==> config.mk <==
export PLATFORM = sky130hd
export DESIGN_NAME = sccb_rx_request_parser_flat
export DESIGN_NICKNAME = d
export VERILOG_FILES = /design/src/rtl/sccb_rx_request_parser_pkg.sv /design/src/rtl/apb_if.sv /design/src/rtl/sccb_rx_request_parser.sv /design/src/flat_wrapper.sv
export SDC_FILE = /design/constraint.sdc
export NUM_CORES = 1
export LEC_CHECK = 0
export ABC_CLOCK_PERIOD_IN_PS = 4050
export CORE_MARGIN = 3
export CORE_UTILIZATION = 40
export CTS_CLUSTER_DIAMETER = 150
export DETAILED_ROUTE_END_ITERATION = 8
export PLACE_DENSITY = 0.85
export SYNTH_ARGS = -nofsm -noshare
export SYNTH_HDL_FRONTEND = slang
export SYNTH_SLANG_ARGS = --single-unit
==> constraint.sdc <==
create_clock -name clk -period 4.05 [get_ports clk]
set_input_delay 0.405 -clock clk [delete_from_list [all_inputs] [get_ports clk]]
set_output_delay 0.405 -clock clk [all_outputs]
set_load 0.005 [all_outputs]
==> src/rtl/sccb_rx_request_parser_pkg.sv <==
// Shared SCCB link constants and parser state encoding.
// Used by both the RX request parser and the TX encoder.
package SCCB_Pkg;

    localparam logic [7:0] K28_5    = 8'hBC;  // idle
    localparam logic [7:0] K27_7    = 8'hFB;  // start of frame
    localparam logic [7:0] K29_7    = 8'hFD;  // end of frame
    localparam logic [7:0] OP_WRITE = 8'h01;
    localparam logic [7:0] OP_READ  = 8'h02;

    typedef enum logic [2:0] {
        IDLE,
        ADDR,
        WDATA,
        EOF,
        SETUP,
        ACCESS,
        RESP
    } state_e;

endpackage

==> src/rtl/apb_if.sv <==
// APB bus bundle with requester and completer views.
interface apb_if #(
    parameter int ADDR_WIDTH = 32,
    parameter int DATA_WIDTH = 32
);
    logic                    pclk;
    logic                    preset_n;
    logic [ADDR_WIDTH-1:0]   paddr;
    logic                    psel;
    logic                    penable;
    logic                    pwrite;
    logic [DATA_WIDTH-1:0]   pwdata;
    logic [DATA_WIDTH/8-1:0] pstrb;
    logic [2:0]              pprot;
    logic                    pready;
    logic [DATA_WIDTH-1:0]   prdata;
    logic                    pslverr;

    modport requester (
        output pclk, preset_n, paddr, psel, penable, pwrite, pwdata, pstrb, pprot,
        input  pready, prdata, pslverr
    );

    modport completer (
        input  pclk, preset_n, paddr, psel, penable, pwrite, pwdata, pstrb, pprot,
        output pready, prdata, pslverr
    );
endinterface

==> src/rtl/sccb_rx_request_parser.sv <==
// Parses SCCB request frames from the 8b/10b RX lanes and replays them as single
// APB transfers, returning one completion per accepted frame.
module sccb_rx_request_parser
    import SCCB_Pkg::*;
#(
    parameter int NUM_SYMBOLS = 4,
    parameter int ADDR_WIDTH  = 32
) (
    input  logic                     clk,
    input  logic                     rst,
    input  logic [8*NUM_SYMBOLS-1:0] rx_data,
    input  logic [NUM_SYMBOLS-1:0]   rx_charisk,
    input  logic                     rx_valid,
    apb_if.requester                 apb_req,
    output logic                     resp_valid,
    input  logic                     resp_ready,
    output logic [31:0]              resp_data,
    output logic                     resp_err,
    output logic                     resp_is_read,
    output logic [15:0]              drop_count,
    output logic [15:0]              err_count
);

    state_e                  state_q, state_d;
    logic                    is_write_q, is_write_d;
    logic [ADDR_WIDTH-1:0]   addr_q, addr_d;
    logic [31:0]             wdata_q, wdata_d;
    logic [31:0]             resp_data_q, resp_data_d;
    logic                    resp_err_q, resp_err_d;
    logic                    resp_is_read_q, resp_is_read_d;
    logic                    discard_q, discard_d;
    logic [15:0]             drop_count_q, drop_count_d;
    logic [15:0]             err_count_q, err_count_d;

    logic       word_v, is_sof, is_eof, hdr_ok, err_inc, drop_inc;
    logic [7:0] opcode;

    assign opcode = rx_data[15:8];
    assign word_v = rx_valid && !discard_q;
    assign is_sof = rx_charisk[0] && (rx_data[7:0] == K27_7);
    assign is_eof = rx_charisk[0] && (rx_data[7:0] == K29_7);
    assign hdr_ok = ((opcode == OP_WRITE) || (opcode == OP_READ))
                    && (rx_charisk[NUM_SYMBOLS-1:1] == '0)
                    && (rx_data[8*NUM_SYMBOLS-1:16] == '0);

    // NOTE: every always_comb output gets a default first so no path can infer a latch.
    always_comb begin
        state_d        = state_q;
        is_write_d     = is_write_q;
        addr_d         = addr_q;
        wdata_d        = wdata_q;
        resp_data_d    = resp_data_q;
        resp_err_d     = resp_err_q;
        resp_is_read_d = resp_is_read_q;
        discard_d      = discard_q;
        err_inc        = 1'b0;
        drop_inc       = 1'b0;

        // A dropped frame is swallowed up to and including its own K29.7.
        if (rx_valid && discard_q && is_eof)
            discard_d = 1'b0;

        case (state_q)
            IDLE: begin
                if (word_v && is_sof) begin
                    if (hdr_ok) begin
                        state_d    = ADDR;
                        is_write_d = (opcode == OP_WRITE);
                    end else begin
                        err_inc = 1'b1;
                    end
                end
            end
            ADDR, WDATA, EOF: begin
                if (word_v) begin
                    if (is_sof) begin
                        // Truncated frame: count it and restart on the new header.
                        err_inc    = 1'b1;
                        state_d    = hdr_ok ? ADDR : IDLE;
                        is_write_d = (opcode == OP_WRITE);
                    end else if (state_q == EOF) begin
                        if (is_eof) begin
                            state_d = SETUP;
                        end else begin
                            err_inc = 1'b1;
                            state_d = IDLE;
                        end
                    end else if (rx_charisk != '0) begin
                        err_inc = 1'b1;
                        state_d = IDLE;
                    end else if (state_q == ADDR) begin
                        addr_d  = rx_data[ADDR_WIDTH-1:0];
                        state_d = is_write_q ? WDATA : EOF;
                        if (!is_write_q)
                            wdata_d = '0;
                    end else begin
                        wdata_d = rx_data[31:0];
                        state_d = EOF;
                    end
                end
            end
            SETUP:  state_d = ACCESS;
            ACCESS: begin
                if (apb_req.pready) begin
                    resp_data_d    = is_write_q ? 32'h0 : apb_req.prdata;
                    resp_err_d     = apb_req.pslverr;
                    resp_is_read_d = !is_write_q;
                    state_d        = RESP;
                end
            end
            RESP: begin
                if (resp_ready)
                    state_d = IDLE;
            end
            default: state_d = IDLE;
        endcase

        if (word_v && is_sof && (state_q inside {SETUP, ACCESS, RESP})) begin
            drop_inc  = 1'b1;
            discard_d = 1'b1;
        end

        drop_count_d = (drop_inc && drop_count_q != 16'hFFFF) ? drop_count_q + 16'd1 : drop_count_q;
        err_count_d  = (err_inc  && err_count_q  != 16'hFFFF) ? err_count_q  + 16'd1 : err_count_q;
    end

    // NOTE: state flops use non-blocking assignments so every flop samples pre-edge values.
    always_ff @(posedge clk or posedge rst) begin
        if (rst) begin
            state_q        <= IDLE;
            is_write_q     <= 1'b0;
            addr_q         <= '0;
            wdata_q        <= '0;
            resp_data_q    <= '0;
            resp_err_q     <= 1'b0;
            resp_is_read_q <= 1'b0;
            discard_q      <= 1'b0;
            drop_count_q   <= '0;
            err_count_q    <= '0;
        end else begin
            state_q        <= state_d;
            is_write_q     <= is_write_d;
            addr_q         <= addr_d;
            wdata_q        <= wdata_d;
            resp_data_q    <= resp_data_d;
            resp_err_q     <= resp_err_d;
            resp_is_read_q <= resp_is_read_d;
            discard_q      <= discard_d;
            drop_count_q   <= drop_count_d;
            err_count_q    <= err_count_d;
        end
    end

    // Bus controls decode straight from state, so reset clears psel without waiting for an edge.
    assign apb_req.pclk     = clk;
    assign apb_req.preset_n = ~rst;
    assign apb_req.psel     = (state_q == SETUP) || (state_q == ACCESS);
    assign apb_req.penable  = (state_q == ACCESS);
    assign apb_req.pwrite   = is_write_q;
    assign apb_req.paddr    = addr_q;
    assign apb_req.pwdata   = wdata_q;
    assign apb_req.pstrb    = '1;
    assign apb_req.pprot    = 3'b000;

    assign resp_valid   = (state_q == RESP);
    assign resp_data    = resp_data_q;
    assign resp_err     = resp_err_q;
    assign resp_is_read = resp_is_read_q;
    assign drop_count   = drop_count_q;
    assign err_count    = err_count_q;

endmodule

==> src/flat_wrapper.sv <==
// flat-port wrapper written by rule: the top's interface ports become plain ports
module sccb_rx_request_parser_flat import SCCB_Pkg::*;
#(
    parameter int NUM_SYMBOLS = 4,
    parameter int ADDR_WIDTH  = 32
)
  (clk, rst, rx_data, rx_charisk, rx_valid, resp_valid, resp_ready, resp_data, resp_err, resp_is_read, drop_count, err_count, apb_req_pclk, apb_req_preset_n, apb_req_paddr, apb_req_psel, apb_req_penable, apb_req_pwrite, apb_req_pwdata, apb_req_pstrb, apb_req_pprot, apb_req_pready, apb_req_prdata, apb_req_pslverr);
  apb_if #(.ADDR_WIDTH(ADDR_WIDTH), .DATA_WIDTH(32)) apb_req_i ();
  input  logic clk;
  input  logic rst;
  input  logic [8*NUM_SYMBOLS-1:0] rx_data;
  input  logic [NUM_SYMBOLS-1:0] rx_charisk;
  input  logic rx_valid;
  output logic resp_valid;
  input  logic resp_ready;
  output logic [31:0] resp_data;
  output logic resp_err;
  output logic resp_is_read;
  output logic [15:0] drop_count;
  output logic [15:0] err_count;
  output wire logic [$bits(apb_req_i.pclk)-1:0] apb_req_pclk;
  output wire logic [$bits(apb_req_i.preset_n)-1:0] apb_req_preset_n;
  output wire logic [$bits(apb_req_i.paddr)-1:0] apb_req_paddr;
  output wire logic [$bits(apb_req_i.psel)-1:0] apb_req_psel;
  output wire logic [$bits(apb_req_i.penable)-1:0] apb_req_penable;
  output wire logic [$bits(apb_req_i.pwrite)-1:0] apb_req_pwrite;
  output wire logic [$bits(apb_req_i.pwdata)-1:0] apb_req_pwdata;
  output wire logic [$bits(apb_req_i.pstrb)-1:0] apb_req_pstrb;
  output wire logic [$bits(apb_req_i.pprot)-1:0] apb_req_pprot;
  input wire logic [$bits(apb_req_i.pready)-1:0] apb_req_pready;
  input wire logic [$bits(apb_req_i.prdata)-1:0] apb_req_prdata;
  input wire logic [$bits(apb_req_i.pslverr)-1:0] apb_req_pslverr;
  assign apb_req_pclk = apb_req_i.pclk;
  assign apb_req_preset_n = apb_req_i.preset_n;
  assign apb_req_paddr = apb_req_i.paddr;
  assign apb_req_psel = apb_req_i.psel;
  assign apb_req_penable = apb_req_i.penable;
  assign apb_req_pwrite = apb_req_i.pwrite;
  assign apb_req_pwdata = apb_req_i.pwdata;
  assign apb_req_pstrb = apb_req_i.pstrb;
  assign apb_req_pprot = apb_req_i.pprot;
  assign apb_req_i.pready = apb_req_pready;
  assign apb_req_i.prdata = apb_req_prdata;
  assign apb_req_i.pslverr = apb_req_pslverr;
  sccb_rx_request_parser #(.NUM_SYMBOLS(NUM_SYMBOLS), .ADDR_WIDTH(ADDR_WIDTH)) u_core (.clk(clk), .rst(rst), .rx_data(rx_data), .rx_charisk(rx_charisk), .rx_valid(rx_valid), .apb_req(apb_req_i), .resp_valid(resp_valid), .resp_ready(resp_ready), .resp_data(resp_data), .resp_err(resp_err), .resp_is_read(resp_is_read), .drop_count(drop_count), .err_count(err_count));
endmodule
==> flow_metrics.tcl <==
set metrics [dict create \
    status "finished clean" \
    worst_pin_slew_ns 1.03 \
    critPathRequiredTime_ns 3.64 \
    powerDensity_nw_per_um2 560 \
    design.portCount 217 \
    n_antenna_cell 0 \
    grt_max_degree 136 \
    busiest_layer "met2" \
    core-area_um2 14100 \
    comb_power_share_pct 24.7 \
    grtUsageMet1_pct 25.4 \
    ys_warn_count 0 \
    switchingPower_uw 1230 \
    multi_input_area_um2 2320 \
    grtUsageMet3_pct 7.44 \
    yosysMostFrequentCell "dfrtp_1" \
    die-width_um 127 \
    crit_path_end_kind "output pin" \
    wire_per_inst_um 16.6 \
    cp.arrival_ns 2.70 \
    skew_ns 0.00516 \
    antenna_found_initial 0 \
    crit_type "clock port to output pin" \
    clk_latency_ns 0.52 \
    port_buffers 209 \
    hold_ws_ns 0.442 \
    synthCells 552 \
    tritoncts "done" \
    drv_slew 0 \
    max-cap-violations 0 \
    p_leak_uw 0.00384 \
    ys_seq_area_share_pct 57.7 \
    synth_edf_count 0 \
    start_kind "clock port" \
    gr-usage-met2_pct 32.4 \
    hold_violations 0 \
    dr.pass1.iters 4 \
    dieArea_um2 16100 \
    layout.nets 835 \
    vias 4766 \
    yosys.area.top_type "dfrtp_1" \
    cts_resized 0 \
    syn_to_final_growth_pct 50.7 \
    grt_pass1_wl_um 25700 \
    gp_congestion 0.855 \
    path_clk_slew_ns 0.06 \
    ir_drop_mv 0.332 \
    power_frac_clock_pct 38.4 \
    cts_setup_buffers 0 \
    p_seq_share_pct 37.0 \
    fp.dieH_um 127 \
    async_reset_ff_share_pct 100 \
    critPathMaxFanout 2 \
    yosysTopAreaCellShare_pct 57.7 \
    via_per_inst 5.01 \
    hold_buffers 0 \
    finalSetupTns_ns 0 \
    start_util_pct 41.6 \
    hp-class "input port to flop" \
    fill_cells 1122 \
    ys_types 48 \
    netlist_area_um2 5860 \
    rows 43 \
    grt_pass1_vias 4945 \
    dpl.hpwl_um 10900 \
    drc 0 \
    synth-seq-cells 135 \
    ys_top_cells_by_area "dfrtp_1 (58%), nand2_1 (7.2%), mux2_2 (6.5%)" \
    synth_common_cells "dfrtp_1 (135), nand2_1 (112), o21ai_0 (71), mux2_2 (34), nand2b_1 (34)" \
    p_int_uw 3710 \
    antenna_violating_nets_post_route 0 \
    setup_viol 0 \
    swShare_pct 25.0 \
    drt_iter0_drc 334 \
    slew_headroom_pct 31.1 \
    grt-ovfl-total 0 \
    drive_gt1_share_pct 10.8 \
    wl_um 15800 \
    track_usage_pct 20.1 \
    synth.avg_cell_area_um2 10.6 \
    synth_flop_cell "dfrtp_1" \
    rsz0062_at_grt "no" \
    seq_area_um2 3380 \
]
[layout make-up]
| class | instances | area share, % |
|---|---|---|
| clock buffer | 29 | 6.69 |
| sequential | 135 | 38.3 |
| clock inverter | 7 | 1.84 |
| tap | 180 | 2.55 |
| multi-input combinational | 383 | 26.3 |
| inverter | 6 | 0.298 |
| timing repair buffer | 212 | 24.1 |
[kinds of logic (layout without fill, tap and decap cells)]
family	after synthesis	count (layout)	synth area share [%]
AOI/OAI and AO/OA	86	86	8.12
adders and majority gates	3	3	0.619
and+or+nand+nor	222	222	18.9
DFF	135	135	57.7
buffers and inverters	39	254	3.23
xor gates and xnor gates	29	29	4.46
muxes	36	36	6.90
other	2	7	0.128
[final timing paths]
kind,startpoint,to,slack (ns),depth (start not counted)
max,clk,apb_req_pclk,0.94,3
min,apb_req_prdata[28],u_core.resp_data[28],0.44,3
max reg2reg,u_core.state_q[1],u_core.apb_req.paddr[11],1.57,5
min reg2reg,u_core.resp_data[5],u_core.resp_data[5],0.48,2
max in group asynchronous,rst,u_core.resp_data[29],2.96,3
min in group asynchronous,rst,u_core.resp_data[19],0.46,3
[registers in the layout (all words and copies together), names as in the netlist]
register,count
u_core.apb_req.pwdata,32
u_core.resp_is_read,1
u_core.discard_q,1
u_core.drop_count,16
u_core.apb_req.paddr,32
u_core.resp_data,32
u_core.err_count,16
u_core.state_q,3
u_core.resp_err,1
u_core.apb_req.pwrite,1
[metrics by stage]
stage	utilization (%)	area, µm²	instances	power [µW]	worst slack [ns]
after global routing	62.6	8830	952	5190	0.930
after CTS	62.6	8830	952	4990	0.933
final	62.6	8830	952	4940	0.942
after detailed placement	57.3	8080	917	3090	1.17
after floorplan	-	5880	557	2290	1.51
after global placement	57.3	8080	917	3050	1.18
[worst max-delay path, stage by stage]
cell	delay (ns)
clkbuf_16	0.12
clkbuf_16	0.13
clkdlybuf4s50_1	0.43
[power groups by stage]
stage	Combinational, µW	Sequential, µW	Clock, µW
final	1220	1830	1890
after global routing	1320	1870	2000
after detailed placement	1230	1840	20.8
after floorplan	432	1840	16.0
after global placement	1200	1830	20.8
after CTS	1240	1830	1930
[cells in the final DEF, fill, tap and decap left out, types with 3 or more instances in the layout]
master           Yosys  final
o21ai_0             71     71
nor2_1              11     11
inv_1                5      4
xnor2_1             24     24
nand2_1            112    111
and3_1               6      6
nand2b_1            34     34
bufinv_16            0      5
nor4_1               6      6
conb_1               2      7
clkdlybuf4s50_1      0    209
dfrtp_1            135    135
o31ai_1              4      4
buf_4                8      3
nand4_1             11     11
nor3_1               4      4
nand3_1             14     14
clkbuf_16            0     20
xor2_1               4      4
nor2b_1              3      3
mux2_2              34     34
clkbuf_1            20      3
and4_1               5      5
and2_1               3      3
a21oi_1              3      3
clkbuf_8             0      5
[layer usage]
metal / vias up / routed length [µm]
li1: 2288 / -
met1: 2295 / 6750
met2: 161 / 7710
met3: 22 / 1070
met4: 0 / 241
met5: - / 0
Note: power is estimated with default switching activity, not from simulation.
